===== config.mk =====
export PLATFORM = sky130hd
export DESIGN_NAME = divisor_restauracion
export DESIGN_NICKNAME = d
export VERILOG_FILES = /design/src/rtl/divisor_restauracion.sv
export SDC_FILE = /design/constraint.sdc
export NUM_CORES = 1
export LEC_CHECK = 0
export ABC_AREA = 1
export CAP_MARGIN = 5
export CORE_UTILIZATION = 50
export DETAILED_ROUTE_END_ITERATION = 8
export PLACE_DENSITY = 0.78
export REMOVE_ABC_BUFFERS = 1
export SLEW_MARGIN = 20
export SYNTH_ARGS = -nofsm -noshare
export SYNTH_HDL_FRONTEND = slang
export SYNTH_SLANG_ARGS = --single-unit

===== constraint.sdc =====
create_clock -name clk -period 4.5 [get_ports clk]
set_input_delay 0.45 -clock clk [delete_from_list [all_inputs] [get_ports clk]]
set_output_delay 0.45 -clock clk [all_outputs]
set_load 0.02 [all_outputs]

===== src/rtl/divisor_restauracion.sv =====
// Sequential unsigned restoring divider (A/Q/M datapath plus control FSM).
// Optional macro DIV_CERO_DETECT_EN: short-circuits a zero divisor straight to FIN with div_cero=1.
module divisor_restauracion #(
  parameter int N = 4
) (
  input  logic         clk,
  input  logic         reset,
  input  logic         start,
  input  logic [N-1:0] dividendo,
  input  logic [N-1:0] divisor,
  output logic [N-1:0] cociente,
  output logic [N-1:0] resto,
  output logic         ocupado,
  output logic         fin,
  output logic         div_cero
);

  localparam int CW = $clog2(N);
  localparam logic [CW-1:0] LAST = CW'(N - 1);

  typedef enum logic [1:0] {IDLE, DESPLAZA, RESTA, FIN} state_t;

  state_t        state_q, state_d;
  logic [N:0]    a_q, a_d;
  logic [N:0]    resta_t;
  logic [N-1:0]  q_q, q_d;
  logic [N-1:0]  m_q, m_d;
  logic [CW-1:0] cnt_q, cnt_d;
`ifdef DIV_CERO_DETECT_EN
  logic          dz_q, dz_d;
`endif

  always_comb begin
    state_d = state_q;
    a_d     = a_q;
    q_d     = q_q;
    m_d     = m_q;
    cnt_d   = cnt_q;
`ifdef DIV_CERO_DETECT_EN
    dz_d    = dz_q;
`endif
    resta_t = a_q - {1'b0, m_q};

    case (state_q)
      IDLE, FIN: begin
        if (start) begin
          a_d     = '0;
          q_d     = dividendo;
          m_d     = divisor;
          cnt_d   = '0;
          state_d = DESPLAZA;
`ifdef DIV_CERO_DETECT_EN
          dz_d    = 1'b0;
          if (divisor == '0) begin
            a_d     = {1'b0, dividendo};
            q_d     = '1;
            dz_d    = 1'b1;
            state_d = FIN;
          end
`endif
        end
      end
      DESPLAZA: begin
        a_d     = {a_q[N-1:0], q_q[N-1]};
        q_d     = {q_q[N-2:0], 1'b0};
        state_d = RESTA;
      end
      RESTA: begin
        // A negative trial difference means restore: keep A, quotient bit stays 0.
        if (!resta_t[N]) begin
          a_d = resta_t;
        end
        q_d     = {q_q[N-1:1], ~resta_t[N]};
        cnt_d   = cnt_q + CW'(1);
        state_d = (cnt_q == LAST) ? FIN : DESPLAZA;
      end
      default: state_d = IDLE;
    endcase
  end

  always_ff @(posedge clk or posedge reset) begin
    if (reset) begin
      state_q <= IDLE;
      a_q     <= '0;
      q_q     <= '0;
      m_q     <= '0;
      cnt_q   <= '0;
`ifdef DIV_CERO_DETECT_EN
      dz_q    <= 1'b0;
`endif
    end else begin
      state_q <= state_d;
      a_q     <= a_d;
      q_q     <= q_d;
      m_q     <= m_d;
      cnt_q   <= cnt_d;
`ifdef DIV_CERO_DETECT_EN
      dz_q    <= dz_d;
`endif
    end
  end

  assign cociente = q_q;
  assign resto    = a_q[N-1:0];
  assign ocupado  = (state_q == DESPLAZA) || (state_q == RESTA);
  assign fin      = (state_q == FIN);
`ifdef DIV_CERO_DETECT_EN
  assign div_cero = dz_q;
`else
  assign div_cero = 1'b0;
`endif

endmodule


==> impl_metrics.tcl <==
set metrics [dict create \
    outcome "complete, no violations" \
    drt_total_wl_mm 2.07 \
    drtAntennaViolNets 0 \
    routed-via-count 879 \
    core_area_mm2 0.00200 \
    synth_area_in_compound_gates 0.0998 \
    first_pass_grt_wire_length_mm 3.71 \
    hold_slack_ns 0.506 \
    mostFrequentLayoutCells "nand2_1 (29), clkdlybuf4s50_1 (20), dfrtp_1 (17)" \
    initial_core_util 0.539 \
    report.final.slew_viol_count 0 \
    ys_warn_count 0 \
    cts_hold_repair.buffers 0 \
    achievable-frequency_mhz 418 \
    num_antenna_cells 0 \
    finClkSkew_ns 0.00707 \
    setup_total_negative_slack_ns 0 \
    place.detailed.hpwl_mm 1.58 \
    power.density_mw_per_mm2 696 \
    critical_path.slowest_cell "clkdlybuf4s50_1" \
    max-slew-margin-rel 0.572 \
    total_leakage_power_nw 0.627 \
    p_r_area_growth_vs_syn_pct 18.2 \
    drt-vias-per-instance 5.14 \
    yosys_top_cell_area_share 0.394 \
    final_net_count 165 \
    synth_sequential_area_ratio 0.394 \
    share_of_synthesized_area_spent_on_multiplexers 0.0104 \
    cp_data_arrival_time_ns 1.94 \
    worstPathCellList "inv_1 > ha_1 > inv_6 > clkdlybuf4s50_1" \
    timing.critical_path.from_type "flop" \
    nFillCells 167 \
    syn_inst 127 \
    ctsHtreeMaxLevel 1 \
    post-cts-setup-buffer-count 0 \
    seq_cell_area_um2 425 \
    critical_path_peak_fanout 7 \
    clock_tree.root_cell "clkbuf_4" \
    hold_class "reg2reg" \
    die_outline_area_mm2 0.00235 \
    ys_types 24 \
    drt_pre_antenna_iters 4 \
    synth_top_area_cell "dfrtp_1" \
    grt_antenna_before_repair 0 \
    setup_viol 0 \
    cts_resized 0 \
    synth_xor_xnor_area_share 0 \
    layout_commonest_cell "nand2_1" \
    combinational_family_with_the_most_area_after_synthesis "simple AND/OR/NAND/NOR gates" \
    arithmetic_cell_share_of_the_synthesized_area_counting_full_adders_half_adders_and_majority_gates 0.111 \
    initialDrtViolationCount 8 \
    cts.sinks 17 \
    floorplan.die.height_um 48.4 \
    tritoncts "built" \
    drc_errors 0 \
    place.gp.congestion 0.840 \
    detail_route.wl_per_cell_um 12.1 \
    grt_pass1_vias 833 \
    min_period_over_period 0.532 \
    std_cell_rows 16 \
    combined_area_of_the_multi_input_logic_cells_um2 522 \
    place.port_buffers 20 \
    r2r_setup_slack_ns 2.64 \
    syn_area_mm2 0.00108 \
    yosys-top-cells-area "dfrtp_1 (39%), nand2_1 (10%), ha_1 (9.3%)" \
    synth_simple_gate_area_share 0.259 \
    groute.usage.overall 0.204 \
    die_w_um 48.4 \
    critPathMaxStageDelay_ns 0.60 \
    gr-total-overflow 0 \
    layout_min_cycle_time_ns 2.39 \
    post_synth.cell_area_avg_um2 8.49 \
    maximum_number_of_pins_on_one_net_before_global_route_repair 18 \
    worst-slew-pin-transition_ns 0.641 \
    clkLatencyLatePin_ns 0.29 \
    worst_ir_drop_vdd_uv 450 \
    ys_ff_latch 17 \
    worst-endpoint-required_ns 4.05 \
    cts-buffers-inserted 3 \
    clock_pin_slew_on_the_worst_setup_and_hold_paths_ns 0.09 \
    max_cap_check_violation_count 0 \
    post_route_cells_drive_above_1_share 0.0972 \
    rsz0062_at_grt "no" \
    clock_path_buffers 2 \
    criticalPathCategory "reg2out" \
    hold_viol 0 \
    worstSetupEndpointType "output port" \
    design.portCount 22 \
]
==> worst max-delay path, delay by kind of cell, from the launching register on <==
family	cells	cell delay, ns
buffers and inverters	3	0.80
DFF	1	0.43
adders and majority gates	1	0.43
==> kinds of logic after synthesis <==
logic type / Yosys count
buf+inv: 23
fa+ha+maj: 9
mux: 1
flops: 17
compound gates: 20
simple gates: 56
other cells: 1
==> flip-flops by register name, indices dropped and copies added (netlist names) <==
signal,count
m_q,4
cnt_q,2
a_q,5
cociente,4
state_q,2
==> where the power goes <==
group	leakage (nW)	switching (mW)	internal, mW	total, mW
sequential	0.215	0.0499	0.213	0.263
clock	0.0150	0.0470	0.0345	0.0815
combinational	0.396	0.331	0.213	0.543
==> cell usage after synthesis, drive strengths merged <==
master / instances
o21ai: 9
dfrtp: 17
inv: 16
buf: 7
nand3: 16
mux2: 1
nand2: 32
ha: 8
fa: 1
a21oi: 8
nor2: 8
conb: 1
a22oi: 3
==> path summary, 6_finish.rpt <==
path / cells after the start / endpoint / from
max: 4 / ocupado / state_q[0]
min: 1 / cnt_q[0] / cnt_q[0]
max reg2reg: 10 / a_q[3] / a_q[0]
min reg2reg: 1 / cnt_q[0] / cnt_q[0]
max in group asynchronous: 2 / cnt_q[0] / reset
min in group asynchronous: 2 / a_q[2] / reset
==> routing by layer <==
metal	vias to the layer above	global-route usage	wire, µm
li1	440	-	-
met1	404	0.280	979
met2	29	0.312	941
met3	6	0.0283	95
met4	0	0.108	51
met5	-	0	0
==> area by class of cell <==
| cell class | count | share of cell area |
|---|---|---|
| Sequential cell | 17 | 0.334 |
| Multi-Input combinational cell | 87 | 0.409 |
| Timing Repair Buffer | 20 | 0.157 |
| Clock buffer | 4 | 0.0206 |
| Inverter | 16 | 0.0530 |
| Tap cell | 27 | 0.0265 |
==> stage by stage <==
step | setup slack, ns | std cells | util | cell area (µm²) | power (mW)
after floorplan | 2.76 | 120 | - | 1010 | 0.638
final | 2.11 | 171 | 0.637 | 1270 | 0.888
after detailed placement | 2.44 | 167 | 0.624 | 1250 | 0.807
after global routing | 2.04 | 171 | 0.637 | 1270 | 0.966
after CTS | 2.11 | 171 | 0.637 | 1270 | 0.893
after global placement | 2.48 | 167 | 0.624 | 1250 | 0.790
No activity file was read; power rests on OpenSTA's default activity.
